File: src/rtl/jtbubl_snd_out.sv
// Audio output stage for the Bubble Bobble / Tokio sound subsystem.
// First-order IIR low-pass, master gain, click-free mute ramp with saturation,
// registered PCM output and a first-order 1-bit delta-sigma DAC.
`timescale 1ns/1ps
module jtbubl_snd_out #(
    parameter int unsigned LPF_SH    = 2,
    parameter int unsigned RAMP_STEP = 8
) (
    input  logic        clk,
    input  logic        rst,
    input  logic        en,
    input  logic [7:0]  gain,
    input  logic [15:0] snd,
    input  logic        sample,
    output logic [15:0] snd_out,
    output logic        sample_out,
    output logic        peak,
    output logic        dac
);

    localparam int unsigned AW       = 16 + LPF_SH;
    localparam logic [8:0]  RampFull = 9'd256;
    localparam logic [9:0]  Step     = 10'(RAMP_STEP);

    typedef enum logic [1:0] {StMute, StUp, StOn, StDown} state_e;

    // ------------------------------------------------------------------
    // Sample strobe edge detect. The arm flag makes a strobe that is already
    // high when reset is released wait for a full low/high cycle.
    // ------------------------------------------------------------------
    logic sample_l_q;
    logic armed_q;
    logic accept;

    assign accept = sample & ~sample_l_q & armed_q;

    // strobe history and post-reset arming
    always_ff @(posedge clk or posedge rst) begin
        if (rst) begin
            sample_l_q <= 1'b0;
            armed_q    <= 1'b0;
        end else begin
            sample_l_q <= sample;
            armed_q    <= armed_q | ~sample;
        end
    end

    // ------------------------------------------------------------------
    // IIR low-pass: acc holds y scaled by 2^LPF_SH, so a steady input settles
    // to y == x exactly. Modulo-AW arithmetic is safe: acc always fits.
    // ------------------------------------------------------------------
    logic signed [AW-1:0] acc_q;
    logic signed [AW-1:0] acc_d;
    logic signed [AW-1:0] snd_ext;
    logic signed [15:0]   y;

    assign snd_ext = AW'($signed(snd));
    assign acc_d   = acc_q + snd_ext - (acc_q >>> LPF_SH);
    assign y       = 16'(acc_q >>> LPF_SH);

    // filter state, advanced once per accepted sample
    always_ff @(posedge clk or posedge rst) begin
        if (rst) begin
            acc_q <= '0;
        end else if (accept) begin
            acc_q <= acc_d;
        end
    end

    // ------------------------------------------------------------------
    // Mute ramp FSM, stepped only on accepted samples
    // ------------------------------------------------------------------
    state_e     state_q, state_d;
    logic [8:0] ramp_q, ramp_d;
    logic [9:0] ramp_up;
    logic [8:0] ramp_dn;
    logic       up_full;
    logic       dn_empty;

    assign ramp_up  = {1'b0, ramp_q} + Step;
    assign up_full  = ramp_up >= 10'(RampFull);
    assign dn_empty = {1'b0, ramp_q} <= Step;
    assign ramp_dn  = ramp_q - Step[8:0];

    // next ramp/state; a direction reversal holds the ramp for that sample
    always_comb begin
        state_d = state_q;
        ramp_d  = ramp_q;
        if (accept) begin
            case (state_q)
                StMute: begin
                    ramp_d = '0;
                    if (en) begin
                        ramp_d  = up_full ? RampFull : ramp_up[8:0];
                        state_d = up_full ? StOn : StUp;
                    end
                end
                StUp: begin
                    if (!en) begin
                        state_d = StDown;
                    end else begin
                        ramp_d  = up_full ? RampFull : ramp_up[8:0];
                        state_d = up_full ? StOn : StUp;
                    end
                end
                StOn: begin
                    ramp_d = RampFull;
                    if (!en) begin
                        ramp_d  = dn_empty ? 9'd0 : ramp_dn;
                        state_d = dn_empty ? StMute : StDown;
                    end
                end
                StDown: begin
                    if (en) begin
                        state_d = StUp;
                    end else begin
                        ramp_d  = dn_empty ? 9'd0 : ramp_dn;
                        state_d = dn_empty ? StMute : StDown;
                    end
                end
                default: begin
                    state_d = StMute;
                    ramp_d  = '0;
                end
            endcase
        end
    end

    // ramp FSM state register
    always_ff @(posedge clk or posedge rst) begin
        if (rst) begin
            state_q <= StMute;
            ramp_q  <= '0;
        end else begin
            state_q <= state_d;
            ramp_q  <= ramp_d;
        end
    end

    // ------------------------------------------------------------------
    // Gain and ramp multiply (stage 1), saturation and output (stage 2).
    // Widths: |y*gain| < 2^23, |(p1>>>5)*ramp| < 2^27, so nothing wraps.
    // ------------------------------------------------------------------
    logic               v1_q, v2_q;
    logic signed [24:0] p1;
    logic signed [19:0] p1_sh;
    logic signed [29:0] p2_d, p2_q;
    logic signed [21:0] r;
    logic               sat_hi, sat_lo;

    // gain and ramp products for the sample in stage 1
    always_comb begin
        p1    = 25'(y) * 25'($signed({1'b0, gain}));
        p1_sh = 20'(p1 >>> 5);
        p2_d  = 30'(p1_sh) * 30'($signed({1'b0, ramp_q}));
    end

    assign r      = 22'(p2_q >>> 8);
    assign sat_hi = r > 22'sd32767;
    assign sat_lo = r < -22'sd32768;

    // pipeline valids, product register and saturated output register
    always_ff @(posedge clk or posedge rst) begin
        if (rst) begin
            v1_q       <= 1'b0;
            v2_q       <= 1'b0;
            p2_q       <= '0;
            snd_out    <= '0;
            sample_out <= 1'b0;
            peak       <= 1'b0;
        end else begin
            v1_q       <= accept;
            v2_q       <= v1_q;
            sample_out <= v2_q;
            peak       <= v2_q & (sat_hi | sat_lo);
            if (v1_q) begin
                p2_q <= p2_d;
            end
            if (v2_q) begin
                snd_out <= sat_hi ? 16'h7fff : (sat_lo ? 16'h8000 : r[15:0]);
            end
        end
    end

    // ------------------------------------------------------------------
    // First-order delta-sigma DAC on the offset-binary output word
    // ------------------------------------------------------------------
    logic [15:0] dac_acc_q;
    logic [15:0] dac_u;
    logic [16:0] dac_sum;

    assign dac_u   = {~snd_out[15], snd_out[14:0]};
    assign dac_sum = {1'b0, dac_acc_q} + {1'b0, dac_u};

    // DAC accumulator; the carry out is the pin
    always_ff @(posedge clk or posedge rst) begin
        if (rst) begin
            dac_acc_q <= '0;
            dac       <= 1'b0;
        end else begin
            dac_acc_q <= dac_sum[15:0];
            dac       <= dac_sum[16];
        end
    end

endmodule
File: config.mk
export PLATFORM = sky130hd
export DESIGN_NAME = jtbubl_snd_out
export DESIGN_NICKNAME = d
export VERILOG_FILES = /design/src/rtl/jtbubl_snd_out.sv
export SDC_FILE = /design/constraint.sdc
export NUM_CORES = 1
export LEC_CHECK = 0
export ABC_AREA = 1
export CAP_MARGIN = 20
export CORE_UTILIZATION = 52
export CTS_BUF_LIST = sky130_fd_sc_hd__clkbuf_16
export DETAILED_ROUTE_END_ITERATION = 6
export GPL_ROUTABILITY_DRIVEN = 0
export HOLD_SLACK_MARGIN = 0.08
export PLACE_DENSITY = 0.69
export SETUP_SLACK_MARGIN = 0.02
export SLEW_MARGIN = 5
export SYNTH_ARGS = -nofsm -noshare
export SYNTH_HDL_FRONTEND = slang
export SYNTH_SLANG_ARGS = --single-unit
File: constraint.sdc
create_clock -name clk -period 11.1 [get_ports clk]
set_input_delay 2.775 -clock clk [delete_from_list [all_inputs] [get_ports clk]]
set_output_delay 2.775 -clock clk [all_outputs]
set_load 0.02 [all_outputs]
==> key figures <==
Synthesis
  • Syn Inst Count: 2287
  • Unique cell type count in the Yosys netlist: 52
  • Synth async-reset ratio: 100%
  • Synth top area cells: fa_1, dfrtp_1, inv_1, ha_1, nand2_1
  • Prevailing post-synth register cell: dfrtp_1
  • Net Count, Synth: 2731
  • Post-synth top area share: 30.1%
  • Synth area leader: fa_1
  • Sequential fraction of the synthesis area: 13.0%
  • Most common cell in the netlist: inv_1
  • Number of synthesized register bits: 90
  • Number of synthesized flops with an enable pin: 0
  • Avg Cell Area, Syn: 7.56 sq um
  • Yosys warns: 0
  • Commonest cells in the netlist: inv_1, nand2_1, fa_1, nor2_1, ha_1
  • Mapped Area: 0.0173 sq mm

Layout
  • Register area: 0.00225 sq mm
  • Area grow syn2layout: 21.1%
  • Ant. Diodes: 0
  • Multi-input gate area: 0.0133 sq mm
  • Share of cells above drive strength 1: 17.4%
  • FILL cells: 2739
  • Post-layout net count: 2989
  • Design area: 0.0209 sq mm

Route
  • Detailed-router iteration count before antenna repair: 6
  • DRC: 0
  • Final WL: 45000 um
  • Post-DRT Antenna Nets: 0
  • DRT iter0 DRCs: 1107
  • Wire per inst: 15.0 um
  • Vias/cell: 5.24
  • Vias: 15700

Critical path
  • CP Data Required Time: 11.35 ns
  • Worst Reg-to-Reg Cells: 36
  • R2r endpoint: p2_q[27]$_DFFE_PP0P_
  • Reg-to-reg setup timing slack: 1.99 ns
  • Worst setup SP type: input port
  • Crit-path slowest cell: fa_1
  • Worst r2r src: acc_q[17]$_DFFE_PP0P_
  • CP Class: in2reg
  • Slowest cell delay on critical path: 0.55 ns
  • Endpoint arrival time on the critical path: 11.05 ns
  • CP Capture Type: flop
  • CP Max Fanout: 5
  • Most common cell on crit path: nand2_1

Clocking
  • Clock latency on the worst-skew pair: 0.38 ns
  • CTS tree: built
  • Clock Sink Count: 90
  • H-tree levels: 3
  • CTS buffer count: 9
  • Clk buf depth: 2
  • CTS Hold Bufs: 0
  • Clock root buffer master: clkbuf_16
  • Clock slew at reported path FFs: 0.07 ns

Placement
  • Post-DP HPWL: 37000 um
  • I/O Buffers: 46
  • Post-DP Area: 0.0199 sq mm

Floorplan
  • Core Area: 0.0326 sq mm
  • Die ar.: 0.0340 sq mm
  • Row cnt: 66
  • Die span in y: 184 um
  • Initial core utilization: 53.0%
  • I/O Pins: 47
  • Die W: 184 um

Run
  • Max Cap Viol: 0

Timing
  • Slew Limit Fails: 0
  • Final Critical Period: 10.80 ns
  • Worst Tran Pin Value: 0.933 ns
  • Final setup fails: 0
  • Clock skew: 0.0227 ns
  • Hold Fails Final Rpt: 0
  • Final period utilization: 97.3%
  • Fmax: 92.6 MHz
  • Final worst hold slack: 0.471 ns
  • Rel. slew slack: 37.8%

Worst hold path
  • Hold path start: armed_q$_DFF_PP0_
  • Hold Path Cell Cnt: 1
  • Hold crit path type: reg2reg
  • Worst Hold Path EP: armed_q$_DFF_PP0_

Global route
  • Tot GR Track Use: 27.8%
  • Number of global-route vias before repair: 16400
  • Largest net degree at the start of global routing: 71
  • Initial antenna violation count: 0
  • Grt ovf: 0
  • Global-route wire length before repair: 76000 um

Run status
  • Status: completed
kinds of logic after synthesis:
family	share of synthesized area (%)
flops	13.0
compound gates	8.23
buf+inv	13.1
fa+ha+maj	41.4
xor+xnor	2.77
simple gates	21.5
sequential cells by signal (all words and copies together) (netlist names), 2 cells and up:
| register | count |
|---|---|
| ramp_q | 9 |
| snd_out | 16 |
| dac_acc_q | 16 |
| state_q | 2 |
| p2_q | 22 |
| acc_q | 18 |
repair_timing:
action / in CTS / in global routing
pin swaps: 4 / 54
endpoints found under the setup margin: 21 / 20
buffers inserted: 2 / 11
cloned: 1 / 1
gates resized for setup: 35 / 133
worst max-delay path: cells and delay by family:
kind / cells / cell delay [ns]
compound gates: 3 / 0.53
fa+ha+maj: 11 / 4.86
xor+xnor: 1 / 0.17
buf+inv: 12 / 1.17
simple gates: 16 / 1.54
layout make-up:
cell class | count | share of cell area, %
sequential | 90 | 10.8
inverter | 528 | 9.48
tap | 442 | 2.64
timing repair buffer | 314 | 11.9
multi-input combinational | 1602 | 63.7
clock inverter | 7 | 0.365
clock buffer | 9 | 1.08
through the flow:
stage | setup slack, ns | TNS [ns] | std cells | utilization [%]
global route | -0.0518 | -0.170 | 2992 | 64.2
CTS | 0.0299 | 0 | 2980 | 62.4
finish | 0.297 | 0 | 2992 | 64.2
floorplan | 0.0398 | 0 | 2287 | -
global placement | -0.764 | -11.12 | 2961 | 61.1
detailed placement | -0.878 | -13.33 | 2961 | 61.1
worst max-delay path by stage:
stage          startpoint                    to  cells past startpoint
5_1_grt           gain[0]  p2_q[25]$_DFFE_PP0P_                     43
3_3_place_gp      gain[0]  p2_q[24]$_DFFE_PP0P_                     38
3_5_place_dp      gain[0]  p2_q[28]$_DFFE_PP0P_                     37
6_report          gain[1]  p2_q[22]$_DFFE_PP0P_                     43
4_1_cts           gain[5]  p2_q[21]$_DFFE_PP0P_                     37
2_1_floorplan     gain[4]  p2_q[19]$_DFFE_PP0P_                     39
layout by cell type, fill, tap and decap left out, drive strengths merged, types with 3 or more instances in the layout:
master | netlist | layout
inv | 526 | 530
nand2 | 481 | 481
buf | 13 | 271
fa | 260 | 260
nor2 | 194 | 194
ha | 156 | 156
nand3 | 141 | 141
o21ai | 94 | 94
dfrtp | 90 | 90
a21oi | 87 | 87
clkdlybuf4s50 | 0 | 38
xor2 | 31 | 31
or2 | 25 | 25
nand4 | 22 | 22
xnor2 | 22 | 22
o21bai | 17 | 17
nor3 | 13 | 13
a31oi | 13 | 13
clkbuf | 54 | 12
a21o | 7 | 7
o31ai | 6 | 6
o21a | 5 | 5
clkinv | 2 | 5
nand3b | 4 | 4
o22ai | 4 | 4
a31o | 3 | 3
a211oi | 3 | 3
layer usage:
layer | GRT usage (%) | share of wire [%] | vias up
li1 | - | - | 7487
met3 | 3.12 | 5.8 | 96
met2 | 48.8 | 49 | 488
met1 | 36.0 | 43 | 7608
met5 | 0 | 0 | -
met4 | 8.17 | 2.6 | 0
Power is left out: the tool's default activity adds up to more than one toggle a clock period on the data nets, which glitch-free logic cannot reach.
